### src/rtl/freq_scale_ctrl.sv
// Run-time clock-enable divider with valid/ready reconfiguration and clean start/stop.
// Optional: define FREQ_SCALE_CTRL_LOCK_EN to gate `locked` on a settled-period count.
module freq_scale_ctrl #(
  parameter int unsigned      CNT_W        = 8,
  parameter logic [CNT_W-1:0] DEFAULT_HALF = 8'd24,
  parameter int unsigned      LOCK_PERIODS = 4
) (
  input  logic             clk_50MHz,
  input  logic             rst,
  input  logic             en,
  input  logic             cfg_valid,
  input  logic [CNT_W-1:0] cfg_half,
  output logic             cfg_ready,
  output logic             clk_out,
  output logic             tick,
  output logic             busy,
  output logic             locked,
  output logic [CNT_W-1:0] cur_half
);

  typedef enum logic [1:0] {StIdle, StRun, StPend} state_e;

  state_e           state_q, state_d;
  logic [CNT_W-1:0] cnt_q, cnt_d;
  logic [CNT_W-1:0] cur_half_q, cur_half_d;
  logic [CNT_W-1:0] pend_half_q, pend_half_d;
  logic             clk_out_q, clk_out_d;
  logic             tick_q, tick_d;
  logic             stop_q, stop_d;

  logic xfer, running, at_top, period_end, rise;

  assign busy       = (state_q == StPend);
  assign cfg_ready  = !busy && !rst;
  assign xfer       = cfg_valid && cfg_ready;
  assign running    = (state_q != StIdle);
  assign at_top     = (cnt_q == cur_half_q);
  assign period_end = running && at_top && clk_out_q;
  assign rise       = running && at_top && !clk_out_q;

  assign clk_out  = clk_out_q;
  assign tick     = tick_q;
  assign cur_half = cur_half_q;

  always_comb begin
    state_d     = state_q;
    cnt_d       = cnt_q;
    cur_half_d  = cur_half_q;
    pend_half_d = pend_half_q;
    clk_out_d   = clk_out_q;
    tick_d      = 1'b0;
    stop_d      = stop_q;
    unique case (state_q)
      StIdle: begin
        cnt_d     = '0;
        clk_out_d = 1'b0;
        stop_d    = 1'b0;
        if (xfer) cur_half_d = cfg_half;
        if (en) state_d = StRun;
      end
      StRun, StPend: begin
        if (!en && !clk_out_q) begin
          // Low phase can be cut short without producing a runt pulse.
          state_d   = StIdle;
          cnt_d     = '0;
          clk_out_d = 1'b0;
          stop_d    = 1'b0;
          if (state_q == StPend) begin
            cur_half_d = pend_half_q;
          end else if (xfer) begin
            cur_half_d = cfg_half;
          end
        end else begin
          cnt_d  = at_top ? '0 : cnt_q + CNT_W'(1);
          tick_d = rise;
          if (at_top) clk_out_d = !clk_out_q;
          if (!en) stop_d = 1'b1;
          if (state_q == StRun && xfer) begin
            pend_half_d = cfg_half;
            state_d     = StPend;
          end
          if (period_end) begin
            stop_d = 1'b0;
            if (state_q == StPend) begin
              cur_half_d = pend_half_q;
              state_d    = StRun;
            end
            if (stop_q || !en) begin
              state_d = StIdle;
              // A value accepted while stopping is applied directly, as in IDLE.
              if (state_q == StRun && xfer) cur_half_d = cfg_half;
            end
          end
        end
      end
      default: state_d = StIdle;
    endcase
  end

  always_ff @(posedge clk_50MHz) begin
    if (rst) begin
      state_q     <= StIdle;
      cnt_q       <= '0;
      cur_half_q  <= DEFAULT_HALF;
      pend_half_q <= '0;
      clk_out_q   <= 1'b0;
      tick_q      <= 1'b0;
      stop_q      <= 1'b0;
    end else begin
      state_q     <= state_d;
      cnt_q       <= cnt_d;
      cur_half_q  <= cur_half_d;
      pend_half_q <= pend_half_d;
      clk_out_q   <= clk_out_d;
      tick_q      <= tick_d;
      stop_q      <= stop_d;
    end
  end

`ifdef FREQ_SCALE_CTRL_LOCK_EN
  localparam int unsigned LockW = (LOCK_PERIODS < 1) ? 1 : $clog2(LOCK_PERIODS + 1);

  logic [LockW-1:0] lock_cnt_q, lock_cnt_d;

  always_comb begin
    lock_cnt_d = lock_cnt_q;
    if (state_q == StIdle || (state_q == StPend && period_end)) begin
      lock_cnt_d = '0;
    end else if (period_end && lock_cnt_q != LockW'(LOCK_PERIODS)) begin
      lock_cnt_d = lock_cnt_q + LockW'(1);
    end
  end

  always_ff @(posedge clk_50MHz) begin
    if (rst) begin
      lock_cnt_q <= '0;
    end else begin
      lock_cnt_q <= lock_cnt_d;
    end
  end

  assign locked = running && (lock_cnt_q == LockW'(LOCK_PERIODS));
`else
  logic unused_lock_periods;
  assign unused_lock_periods = (LOCK_PERIODS != 0);
  assign locked = running;
`endif

endmodule

### config.mk
export PLATFORM = sky130hd
export DESIGN_NAME = freq_scale_ctrl
export DESIGN_NICKNAME = d
export VERILOG_FILES = /design/src/rtl/freq_scale_ctrl.sv
export SDC_FILE = /design/constraint.sdc
export NUM_CORES = 1
export LEC_CHECK = 0
export ABC_AREA = 1
export ABC_CLOCK_PERIOD_IN_PS = 3400
export CORE_UTILIZATION = 53
export DETAILED_ROUTE_END_ITERATION = 6
export GPL_TIMING_DRIVEN = 0
export PLACE_DENSITY = 0.77
export SLEW_MARGIN = 0
export SYNTH_ARGS = -nofsm -noshare
export SYNTH_HDL_FRONTEND = slang
export SYNTH_SLANG_ARGS = --single-unit
### constraint.sdc
create_clock -name clk_50MHz -period 3.4 [get_ports clk_50MHz]
set_clock_uncertainty 0.05 [all_clocks]
set_input_delay 0.34 -clock clk_50MHz [delete_from_list [all_inputs] [get_ports clk_50MHz]]
set_output_delay 0.34 -clock clk_50MHz [all_outputs]
set_load 0.02 [all_outputs]
# [Yosys cells after proc, flatten, opt, wreduce, memory -nomap -nowiden]
# Index checks and enable logic that the tools add are counted.
# W data, S select, Z words.
[op_classes] multipliers=0 addsub=1 n_reduce_logical=21 n_bitwise=2 n_shift=0 order_cmp=0 n_mux=25 n_eq_ne=7 n_div=0
[ops] cell="$mux W8" count=9
[ops] cell="$pmux W8 S2" count=2
[ops] cell="$mux W2" count=6
[ops] cell="$add A8 B1 Y8 const B" count=1
[ops] cell="$eq A8 B8 Y1" count=1
[ops] cell="$logic_and A1 B1 Y1" count=7
[ops] cell="$ne A3 B3 Y1 const B" count=2
[ops] cell="$reduce_and A2 Y1" count=3
[ops] cell="$mux W1" count=5
[ops] cell="$logic_not A1 Y1" count=4
[ops] cell="$ne A4 B4 Y1 const B" count=1
[ops] cell="$pmux W1 S2" count=2
[ops] cell="$pmux W2 S2" count=1
[ops] cell="$reduce_bool A2 Y1" count=2
[ops] cell="$reduce_and A3 Y1" count=1
[ops] cell="$reduce_or A3 Y1" count=1
[ops] cell="$eq A2 B1 Y1 const B" count=1
[ops] cell="$eq A2 B2 Y1 const B" count=1
[ops] cell="$logic_not A2 Y1" count=1
[ops] cell="$ne A2 B2 Y1 const B" count=1
[ops] cell="$not A1 Y1" count=2
[ops] cell="$reduce_or A2 Y1" count=1
[ops] cell="$logic_or A1 B1 Y1" count=1
[word_totals] out_inout_bits=13 memories=0 romBits=0 mem_bits_rw=0 elab_cells=63 latch_bits=0 reg_bits=29

# [Depth between registers and ports, before layout]
# Gate-level depths: netlist of run 1.
[depth] depth_word=11 depth_mapped=13

# [Worst setup path before layout of run 1]
# Ideal clock, no wire load.
[synth_timing] path_kind="flip-flop to flip-flop" from="register state_q[0]" to="register cur_half_q[6], in the netlist cur_half[6]" setup_slack_ns=1.365 path_stages_with_launch=11 setup_time_ns=0.112 arrival_ns=1.873 path_cell_list="dfxtp_1 inv_1 ha_1 buf_6 nor2_4 nand4_4 buf_2 o211ai_1 nand3_1 nor2_2 nor2_2"
[synth_via] elab_chain_cells=10 word_cells_on_any_way=22
[synth_rtl] element="start: declaration" line="23" rtl="state_e state_q, state_d;"
[synth_rtl] element="start signal: assignment" line="102" rtl="state_q <= StIdle;"
[synth_rtl] element="start signal: assignment" line="110" rtl="state_q <= state_d;"
[synth_rtl] element="$eq A2 B2 Y1 *" line="33" rtl="assign busy = (state_q == StPend);"
[synth_rtl] element="via busy" line="16" rtl="output logic busy,"
[synth_rtl] element="$logic_not A1 Y1 *" line="34" rtl="assign cfg_ready = !busy && !rst;"
[synth_rtl] element="$logic_and A1 B1 Y1 *" line="34"
[synth_rtl] element="via cfg_ready" line="13" rtl="output logic cfg_ready,"
[synth_rtl] element="$logic_and A1 B1 Y1 *" line="35" rtl="assign xfer = cfg_valid && cfg_ready;"
[synth_rtl] element="$logic_and A1 B1 Y1" line="91" rtl="if (state_q == StRun && xfer) cur_half_d = cfg_half;"
[synth_rtl] element="$mux W8" line="91"
[synth_rtl] element="$mux W8" line="88" rtl="if (stop_q || !en) begin"
[synth_rtl] element="$mux W8" line="82" rtl="if (period_end) begin"
[synth_rtl] element="$mux W8" line="62" rtl="if (!en && !clk_out_q) begin"
[synth_rtl] element="$pmux W8 S2 *" line="53" rtl="unique case (state_q)"
[synth_rtl] element="end signal: assignment" line="112" rtl="cur_half_q <= cur_half_d;"
[synth_rtl] element="end: declaration" line="25" rtl="logic [CNT_W-1:0] cur_half_q, cur_half_d;"
# Mark *: on every way through the listed nets, which the timed path passes. The rest lies on a longest branch. The select of a mux whose other input is x is not followed.
# A chain may end at the register's enable or synchronous reset.

# [Worst setup path in the final report of run 1]
[layout_timing] from="register state_q[0]" to="output port cfg_ready"
[layout_via] elab_chain_cells=3
[layout_rtl] element="$eq A2 B2 Y1" line="33"
[layout_rtl] element="$logic_not A1 Y1" line="34"
[layout_rtl] element="$logic_and A1 B1 Y1" line="34"
[layout_rtl] element="end: declaration" line="13"
# No other way between the ends.

==> results.yml, run 1 <==
sta:
  drv_slew: 0
  relSlewSlack: 0.698
  setup_viol: 0
  period_share: 0.700
  fin_crit_ns: 2.38
  fmax_mhz: 420
  finalSetupTns_ns: 0
  worstMarginPinSlew_ns: 0.453
  finalWorstSetupSlack_ns: 1.02
  grt_setup_unrepaired: "no"
  finalHoldViolCount: 0
power_and_ir_drop:
  power.density_mw_per_mm2: 478
  seq_power_share: 0.328
  ir_drop_mv: 0.342
  p_leak_uw: 0.00108
  p_int_uw: 804
  swShare: 0.318
  p_clk_frac: 0.368
  p_switching_uw: 374
  power_frac_comb: 0.304
synthesis:
  yosys.area_share.simple: 0.381
  syn-mean-instance-area_um2: 6.35
  netlist_area_mm2: 0.00203
  ys_seq_elements: 29
  synth_top_area_share: 0.286
  synthAdderAreaFrac: 0.0308
  netlist.top_cell.by_area: "dfxtp_1"
  synth_area_leaders: "dfxtp_1, nand2_1, nor2_1, inv_1, o211ai_1"
  syn_nets: 337
  synth.area.mux_share: 0
  synthXorXnorAreaFrac: 0.0259
  ys_seq_area_frac: 0.286
  ys_warn_count: 0
  yosysUniqueCellTypes: 33
  synth_cells: 320
  synth_top_family_by_area: "simple AND/OR/NAND/NOR gates"
  synth_compound_area_frac: 0.163
placed_design:
  io_buffers: 24
  dp_hpwl_um: 3820
  dpl_worst_slack_ns: 1.26
  place_congestion: 0.859
clock_network:
  ctsHoldBuffers: 0
  cts_resized: 0
  cts_setup_buffers: 0
  clkTransAtPathRegs_ns: 0.07
  cts_buffers: 5
  cts_tree: "built"
  htree_levels: 2
  cts_root_buf: "clkbuf_8"
  worstSkewPairLatency_ns: 0.29
  clockBufferDepth: 2
  cts.sinks: 29
final_layout:
  drive_gt1_frac: 0.111
  nets: 368
  area_growth_pct: 21.4
  layout_common_cells: "nand2_1, nor2_1, inv_1, dfxtp_1, clkdlybuf4s50_1"
  antenna_cells: 0
  mostFrequentLayoutCell: "nand2_1"
setup_path:
  worstSetupPathType: "register to output port"
  startpoint_type: "register"
  crit_required_ns: 3.01
  setup.worst_path.end_class: "output port"
  cp.arrival_ns: 1.99
  cp_max_fo: 7
global_routing:
  antenna_found_initial: 0
  grt_pass1_wl_um: 8490
  grt-ovfl-total: 0
  grt_max_degree: 11
  groute.usage.overall: 0.267
  grt_pass1_vias: 1904
outcome:
  run_status: "finished clean"
die:
  core_mm2: 0.00366
  die_y_um: 63.9
  die_w_um: 63.9
  start_util: 0.555
  dieArea_mm2: 0.00408
  rows: 22
  io_pins: 25
detailed_routing:
  ant_nets: 0
  avgRoutedWirePerCell_um: 12.5
  vias_per_cell: 5.09
  dr.pass1.iters: 4
  route.vias.total: 2035
  routed_wl_um: 5010
  drtIter0Drc: 149
  drc_errors: 0
worst_hold_path:
  hold_class: "register to register"
flow_run:
  max-cap-violations: 0
[final cells by class]
cell class	count	area [um^2]
fill	341	1200
inverter	41	154
clock inverter	3	65.1
buffer	10	75.1
clock buffer	5	68.8
timing repair buffer	24	240
sequential	29	581
tap	48	60.1
multi-input combinational	240	1220
[routing by layer]
| metal | routed length, um | track usage | vias up |
|---|---|---|---|
| met2 | 2300 | 0.444 | 43 |
| li1 | - | - | 1089 |
| met3 | 171 | 0.0554 | 8 |
| met1 | 2460 | 0.342 | 895 |
| met5 | 0 | 0 | - |
| met4 | 69 | 0.0824 | 0 |
[state kept, by name (all words and copies together) (netlist names)]
| register | cells |
|---|---|
| cnt_q | 8 |
| cur_half | 8 |
| stop_q | 1 |
| pend_half_q | 8 |
| clk_out | 1 |
| tick | 1 |
| state_q | 2 |
[worst max-delay path, cell delays in order (launching register included)]
cell,delay [ns]
dfxtp_1,0.43
inv_1,0.10
ha_1,0.23
buf_6,0.14
nor2_4,0.18
clkdlybuf4s50_1,0.63
[kinds of logic after synthesis]
family                   after synthesis
XOR/XNOR                               6
flip-flops                            29
adder cells (fa/ha/maj)                5
AND/OR/NAND/NOR                      173
buffers and inverters                 51
AO/OA/AOI/OAI                         56
[through the flow]
stage	cells	power, uW	area [um^2]	hold slack, ns	utilization
CTS	400	1180	2460	0.448	0.673
finish	400	1180	2460	0.451	0.673
floorplan	320	640	2030	0.359	-
global placement	392	743	2330	0.431	0.637
global route	400	1250	2460	0.469	0.673
detailed placement	392	747	2330	0.428	0.637
[final timing paths]
check,start,to,slack (ns),depth (start not counted)
worst max-delay path,state_q[0]$_SDFFE_PP0P_,cfg_ready,1.02,5
worst min-delay path,stop_q$_SDFFE_PP0P_,stop_q$_SDFFE_PP0P_,0.45,2
worst max register to register,state_q[0]$_SDFFE_PP0P_,pend_half_q[2]$_SDFFE_PP0P_,1.25,9
worst min register to register,stop_q$_SDFFE_PP0P_,stop_q$_SDFFE_PP0P_,0.45,2
[power by group through the flow]
stage	Combinational, uW	Sequential [uW]	Clock, uW
floorplan	229	411	0
global placement	348	394	0
detailed placement	353	394	0
CTS	356	386	442
global route	401	390	455
finish	358	386	434
[Yosys cell counts]
| library cell | instances |
|---|---|
| nand2_1 | 89 |
| nor2_1 | 38 |
| inv_1 | 31 |
| dfxtp_1 | 29 |
| nand3_1 | 19 |
| o21ai_1 | 18 |
| o211ai_1 | 13 |
| a21oi_1 | 12 |
| inv_2 | 10 |
| o21ai_0 | 10 |
| ha_1 | 5 |
| nor2_2 | 5 |
| xor2_1 | 5 |
| clkbuf_1 | 4 |
| nor3_1 | 4 |
| or2_1 | 4 |
| buf_6 | 3 |
| nand4_1 | 3 |
| nand2_4 | 2 |
| nor2_4 | 2 |
| or2_0 | 2 |
| a22o_1 | 1 |
| buf_2 | 1 |
| buf_4 | 1 |
| clkbuf_8 | 1 |
| nand2_2 | 1 |
| nand3_2 | 1 |
| nand4_4 | 1 |
| nor4_1 | 1 |
| o21ai_2 | 1 |
| o21ai_4 | 1 |
| or2_2 | 1 |
| xnor2_1 | 1 |
(Power assumes the default switching activity.)
==> run 2: changes to the inputs <==
ABC_CLOCK_PERIOD_IN_PS = 2300   (was 3400)
clock period = 2.3 ns   (was 3.4 ns; I/O delays follow)
==> results.yml, run 2 (synthesis results as in run 1) <==
setup_path:
  worstSetupPathType: "register to register"
  startpoint: "state_q[0]$_SDFFE_PP0P_"
  reg2reg_from: "state_q[0]$_SDFFE_PP0P_"
  worst-path-stages: 9
  crit_end: "pend_half_q[2]$_SDFFE_PP0P_"
  crit_required_ns: 2.46
  cp_slowest_cell: "dfxtp_1"
  cp.arrival_ns: 2.28
  max_stage_delay_ns: 0.43
  path_cells: "inv_1 -> ha_1 -> inv_1 -> nor2_4 -> inv_2 -> nor2_2 -> buf_4 -> o21ai_1 -> a21oi_1"
  cp_max_fo: 10
  ff2ff_setup_slack_ns: 0.18
  r2r_cells: 9
  r2r-end: "pend_half_q[2]$_SDFFE_PP0P_"
  path_delay_family: "buffers and inverters"
  startpoint_type: "register"
  cp.buffers_inverters: 4
  cp_common_cell: "inv_1"
  setup.worst_path.end_class: "register"
detailed_routing:
  routed_wl_um: 4990
  route.vias.total: 2034
  vias_per_cell: 5.09
  drc_errors: 0
  drtIter0Drc: 169
  avgRoutedWirePerCell_um: 12.5
  ant_nets: 0
  dr.pass1.iters: 4
sta:
  finalHoldViolCount: 0
  setup_viol: 0
  period_share: 0.922
  fmax_mhz: 471
  finalSetupTns_ns: 0
  grt_setup_unrepaired: "no"
  relSlewSlack: 0.699
  drv_slew: 0
  worstMarginPinSlew_ns: 0.452
  fin_crit_ns: 2.12
clock_network:
  cts_setup_buffers: 0
  htree_levels: 2
  cts_root_buf: "clkbuf_8"
  clockBufferDepth: 2
  cts_tree: "built"
  cts_buffers: 5
  worstSkewPairLatency_ns: 0.28
  clkTransAtPathRegs_ns: 0.07
  cts.sinks: 29
die:
  io_pins: 25
  start_util: 0.555
  rows: 22
  core_mm2: 0.00366
  dieArea_mm2: 0.00408
  die_w_um: 63.9
  die_y_um: 63.9
power_and_ir_drop:
  p_leak_uw: 0.00109
  power.density_mw_per_mm2: 705
  power_uw: 1740
  ir_drop_mv: 0.505
final_layout:
  antenna_cells: 0
  utilization: 0.674
  nets: 368
  nFillCells: 340
  mostFrequentLayoutCell: "nand2_1"
  layout_common_cells: "nand2_1, nor2_1, inv_1, dfxtp_1, clkdlybuf4s50_1"
  drive_gt1_frac: 0.111
  seq_area_um2: 581
  multi_input_area_mm2: 0.00122
  area_growth_pct: 21.5
global_routing:
  grt_pass1_wl_um: 8490
  groute.usage.overall: 0.267
  grt_pass1_vias: 1904
  antenna_found_initial: 0
  grt-ovfl-total: 0
  grt_max_degree: 11
placed_design:
  dp_hpwl_um: 3820
  place_congestion: 0.859
  io_buffers: 24
worst_hold_path:
  hold_class: "register to register"
outcome:
  run_status: "finished clean"
flow_run:
  max-cap-violations: 0
run 2: changes by cell type in the layout (fill, tap and decap cells not counted), sizes merged:
cell,previous run,this run
clkdlybuf4s50,24,23
dlymetal6s2s,0,1
run 2: routing by layer:
layer | GRT usage | share of wire | up-vias
met5 | 0 | 0 | -
met2 | 0.444 | 0.46 | 51
met1 | 0.342 | 0.48 | 886
met3 | 0.0554 | 0.040 | 8
met4 | 0.0824 | 0.014 | 0
li1 | - | - | 1089
run 2: per-stage QoR:
| step | worst slack [ns] | hold WS [ns] | std cells | area (um^2) |
|---|---|---|---|---|
| after floorplan | 0.265 | 0.249 | 320 | 2030 |
| after global placement | 0.199 | 0.431 | 392 | 2330 |
| after detailed placement | 0.161 | 0.428 | 392 | 2330 |
| after CTS | 0.00788 | 0.448 | 400 | 2460 |
| after global routing | 0.0102 | 0.469 | 400 | 2470 |
| final | 0.179 | 0.451 | 400 | 2470 |
run 2: power breakdown:
group | internal, uW | leakage (uW) | total, uW | switching [uW]
Sequential | 537 | 0.000236 | 571 | 33.9
Combinational | 220 | 0.000790 | 529 | 309
Clock | 430 | 0.0000681 | 639 | 208
run 2: how the worst min path moves through the flow:
stage	slack, ns	cells past startpoint	start	endpoint
after floorplan	0.25	1	rst	cnt_q[1]$_SDFFE_PP0P_
after global placement	0.43	2	pend_half_q[4]$_SDFFE_PP0P_	pend_half_q[4]$_SDFFE_PP0P_
after detailed placement	0.43	2	stop_q$_SDFFE_PP0P_	stop_q$_SDFFE_PP0P_
after CTS	0.45	2	stop_q$_SDFFE_PP0P_	stop_q$_SDFFE_PP0P_
after global routing	0.47	2	clk_out$_SDFFE_PP0P_	clk_out$_SDFFE_PP0P_
final	0.45	2	stop_q$_SDFFE_PP0P_	stop_q$_SDFFE_PP0P_
run 2: worst register-to-register path: cells and delay by family (launching register included):
| family | cells | cell delay, ns |
|---|---|---|
| simple gates | 2 | 0.44 |
| fa+ha+maj | 1 | 0.37 |
| flops | 1 | 0.43 |
| buf+inv | 4 | 0.56 |
| compound gates | 2 | 0.20 |
run 2: timing repair:
action                     4_1_cts  5_1_grt
setup endpoints to repair        0        3
hold buffers                     0        0
resized for setup                0        1
run 2: final cells by class:
type	instances	area share
well taps	48	0.0243
repair buffers	24	0.0984
multi-input cells	240	0.495
clock buffers	5	0.0279
plain buffers	10	0.0304
inverters	41	0.0624
clock inverters	3	0.0264
flip-flops and latches	29	0.235
==> RTL edit 1, RTL diff (flow settings as in run 2) <==
The option `FREQ_SCALE_CTRL_LOCK_EN` is turned on by a define.
--- a/src/rtl/freq_scale_ctrl.sv
+++ b/src/rtl/freq_scale_ctrl.sv
@@ -1,5 +1,7 @@
 // Run-time clock-enable divider with valid/ready reconfiguration and clean start/stop.
 // Optional: define FREQ_SCALE_CTRL_LOCK_EN to gate `locked` on a settled-period count.
+`define FREQ_SCALE_CTRL_LOCK_EN
+
 module freq_scale_ctrl #(
   parameter int unsigned      CNT_W        = 8,
   parameter logic [CNT_W-1:0] DEFAULT_HALF = 8'd24,
Function: changed (a bounded check fails within 4 cycles, from zero or initial values and one cycle with rst high).
==> RTL edit 1 against run 2 <==
- final area down 0.10%
- cell count increased by 2.0%
- utilization decreased by 1.1 points
- critical path type is now reg -> out
- synthesized cell count grew 2.5%
- sequential power increased by 7.9%
- count of clock-buffer cells in the layout grew 1
- routed wire length decreased by 2.9%
- area after synthesis grew 2.0%
- worst setup slack better by 16 ps
- register-to-register slack improved by 100 ps
- global-route usage is 0.66 points lower
- critical path depth fell by 5
- sequential cell count up 3
- power decreased by 15%
==> RTL edit 1: results (changes against run 2) <==
Mapped Cells: 328 (+2.5%)
worst stage delay on the critical path: 610 ps (+180 ps)
Placer Congestion: 0.839 (-2.4%)
share of layout cells above drive strength 1: 0.0972 (-0.0136)
number of global-route vias before repair: 1903 (-0.053%)
Post-synth top cells: nand2_1 (78), nor2_1 (46), inv_1 (36)
M1 wire length: 2.39 mm (-0.87%)
CP startpoint: state_q[1]
first-pass GRT wire length: 8.42 mm (-0.81%)
routing usage on met1: 0.343 (+0.000992)
critical path's slowest cell: clkdlybuf4s50_1
Critical Path AT: 1830 ps (-450 ps)
hpwl dp: 3.68 mm (-3.7%)
Final nets: 378 (+2.7%)
Reg2Reg Setup Slack: 280 ps (+100 ps)
met2 WL: 2.16 mm (-6.6%)
CP Max Fanout: 6 (-4)
synthesized net count: 347 (+3.0%)
Placed Instances: 400 (+2.0%)
largest cells by area after synthesis: dfxtp_1 (31%), nand2_1 (14%), o21ai_0 (8.5%)
Slew Limit Headroom: 0.676 (-0.0230)
worst vdd ir: 351 uV (-31%)
GRT met3 Usage: 0.0475 (-0.00782)
fin cells: 408 (+2.0%)
root buffer cell: clkbuf_8
outcome: finished clean
CP Capture Point: locked
Post-Route WL: 4.85 mm (-2.9%)
Starting DRT DRC Count: 163 (-3.6%)
placed cell area: 2370 sq um (+1.7%)
met3 WL: 247 um (+24%)
via count: 2094 (+2.9%)
Fillers: 349 (+2.6%)
Pleak: 0.00103 uW (-6.0%)
met2 Resource Use GR: 0.424 (-0.0205)
GRT Total Usage: 0.260 (-0.00663)
==> RTL edit 1: report_power, final <==
| group | switching (uW) | total, uW | internal [uW] |
|---|---|---|---|
| Combinational | 241 | 405 | 164 |
| Sequential | 32.2 | 616 | 584 |
| Clock | 212 | 450 | 238 |
==> RTL edit 1: worst min path at each step <==
stage	start	slack [ps]	cells past startpoint	endpoint
after CTS	lock_cnt_q[2]	450	2	lock_cnt_q[2]
after detailed placement	lock_cnt_q[2]	440	2	lock_cnt_q[2]
after global placement	lock_cnt_q[0]	420	2	lock_cnt_q[0]
after floorplan	rst	250	1	clk_out
after global routing	lock_cnt_q[2]	460	2	lock_cnt_q[2]
final	lock_cnt_q[2]	450	2	lock_cnt_q[2]
==> RTL edit 1: area by class of cell <==
class	instances	area, sq um	area share
Multi-Input combinational cell	242	1200	0.488
Sequential cell	32	642	0.260
Timing Repair Buffer	24	240	0.0975
Inverter	43	161	0.0655
Clock buffer	6	82.6	0.0335
Buffer	11	65.1	0.0264
Tap cell	48	60.1	0.0244
Clock inverter	2	10.0	0.00406
==> RTL edit 1: cells by family (layout without fill, tap and decap cells) <==
logic type      count (synthesis)  count (layout)  share of synthesized area
xor+xnor                        5               5                     0.0211
simple gates                  152             152                      0.316
compound gates                 78              78                      0.202
buf+inv                        54              86                      0.109
fa+ha+maj                       7               7                     0.0423
flops                          32              32                      0.309
==> RTL edit 1: metrics by stage <==
stage	power [uW]	worst slack, ps
2_1_floorplan	895	340
3_3_place_gp	1020	249
3_5_place_dp	1030	238
4_1_cts	1480	117
5_1_grt	1560	90.3
6_report	1470	195
==> RTL edit 1: worst register-to-register path: stages (launching register included) <==
cell and delay, ps:
dfxtp_1 400, inv_1 110, ha_1 280, buf_4 160
nand2_1 80, o21ai_1 410, o211ai_1 160, o221ai_1 110
nor2_1 60, nor2_1 130
==> RTL edit 2, RTL diff (settings of run 2) <==
Without the edit above. The 3 states of `state_e` get a one-hot encoding in 3 bits.
--- a/src/rtl/freq_scale_ctrl.sv
+++ b/src/rtl/freq_scale_ctrl.sv
@@ -18,7 +18,7 @@
   output logic [CNT_W-1:0] cur_half
 );
 
-  typedef enum logic [1:0] {StIdle, StRun, StPend} state_e;
+  typedef enum logic [2:0] {StIdle = 3'b001, StRun = 3'b010, StPend = 3'b100} state_e;
 
   state_e           state_q, state_d;
   logic [CNT_W-1:0] cnt_q, cnt_d;
Formal check against the unedited RTL: same outputs for any inputs over 10 cycles, from zero or initial values and one cycle with rst high; not proved beyond that.
==> RTL edit 2 against run 2 <==
- register-to-register slack gained 270 ps
- area after synthesis shrank 0.25%
- die area shrank 0.25%
- power grew 34%
- worst setup slack lost 97 ps
- largest power group is now combinational cells
- critical endpoint is now cfg_ready
- sequential cell count grew 1
- via count grew 5.0%
- routed wire length grew 3.5%
- largest cell class unchanged
- utilization grew 0.10 points
- final area grew 0.15%
==> RTL edit 2: results (changes against run 2) <==
synthesized net count: 335 (-0.59%)
Worst Setup Slack, final: 81.7 ps (-96.9 ps)
share of layout cells above drive strength 1: 0.121 (+0.0107)
crit path capture type: primary output
worst flop-to-flop path startpoint: clk_out
worst hold path class: reg -> reg
Placed Instances: 394 (+0.51%)
Placer Congestion: 0.807 (-6.1%)
Worst-path clk slew: 70 ps (about the same)
Worst Max-Slew Pin Slew: 505 ps (+53.2 ps)
post-CTS setup buffers: 0 (unchanged)
reg2reg end: cnt_q[3]
Final nets: 366 (-0.54%)
Port Buffers: 24 (unchanged)
outcome: finished clean
worst vdd ir: 575 uV (+14%)
CP startpoint: state_q[2]
vias per inst: 5.31 (+4.4%)
root buffer cell: clkbuf_8
via count: 2135 (+5.0%)
drt first pass iters: 5 (+1)
critical path's slowest cell: clkdlybuf4s50_1
post-synthesis sequential area ratio: 0.296 (+0.0106)
pre-CTS worst setup slack: 205 ps (+44.2 ps)
Synth cell types: 32 (-3.0%)
initial antenna violation count: 0 (unchanged)
number of global-route vias before repair: 1984 (+4.2%)
largest cells by area after synthesis: dfxtp_1 (30%), nand2_1 (19%), nand3_1 (9.9%)
Mapped Cells: 322 (+0.63%)
worst stage delay on the critical path: 560 ps (+130 ps)
hpwl dp: 3.74 mm (-2.1%)
routed len/inst: 12.8 um (+3.0%)
Critical Path AT: 1940 ps (-340 ps)
hold path start: stop_q
CP Capture Point: cfg_ready
Fillers: 345 (+1.5%)
Starting DRT DRC Count: 166 (-1.8%)
largest delay contributor family on the critical path: buffers and inverters
clock latency on the worst-skew pair: 290 ps
Min Hold Slack: 423 ps (-27.9 ps)
placed cell area: 2330 sq um (-0.21%)
Reg2Reg Setup Slack: 450 ps (+270 ps)
Post-synth top cells: nand2_1 (101), nand3_1 (40), inv_1 (35)
Worst R2R Path Depth: 8 (-1)
GRT Total Usage: 0.279 (+0.0124)
Pleak: 0.00115 uW (+5.2%)
first-pass GRT wire length: 8.81 mm (+3.7%)
largest net degree at the start of global routing: 11 (unchanged)
==> RTL edit 2: changes by cell type after synthesis, moves of 4 or more <==
cell and delta:
nand3_1 +21, o21ai_1 -14, o211ai_1 -13, nand2_1 +12, nor2_1 -9, a21oi_1 +6
inv_2 -5, nand3_2 +5, o221ai_1 +5, ha_1 -4, inv_1 +4, or2_1 -4
xor2_1 -4
==> RTL edit 2: logic make-up after synthesis <==
family / Yosys count / synth area share
simple gates: 198 / 0.468
compound gates: 42 / 0.117
flops: 30 / 0.296
fa+ha+maj: 1 / 0.00618
xor+xnor: 1 / 0.00432
buf+inv: 50 / 0.109
==> RTL edit 2: power by group <==
group	switching, uW	total [uW]	leakage [uW]	internal, uW
registers	106	701	0.000244	595
clock network	217	680	0.0000714	462
logic	569	954	0.000835	385
==> RTL edit 2: metal layers <==
| metal | vias up | wire (um) | track usage |
|---|---|---|---|
| met2 | 83 | 2420 | 0.459 |
| met3 | 12 | 353 | 0.0429 |
| met4 | 0 | 118 | 0.134 |
| li1 | 1102 | - | - |
| met1 | 938 | 2280 | 0.355 |
| met5 | - | 0 | 0 |
==> RTL edit 2: layout make-up <==
| cell class | count | area (sq um) | share of cell area |
|---|---|---|---|
| multi-input combinational | 242 | 1200 | 0.488 |
| sequential | 30 | 601 | 0.243 |
| timing repair buffer | 24 | 243 | 0.0982 |
| inverter | 41 | 155 | 0.0628 |
| clock buffer | 6 | 82.6 | 0.0334 |
| buffer | 9 | 65.1 | 0.0263 |
| clock inverter | 2 | 60.1 | 0.0243 |
| tap | 48 | 60.1 | 0.0243 |
==> RTL edit 2: timing repair <==
item                       in CTS  in global routing
resized for setup               0                  1
setup endpoints to repair       0                  2
hold buffers                    0                  0
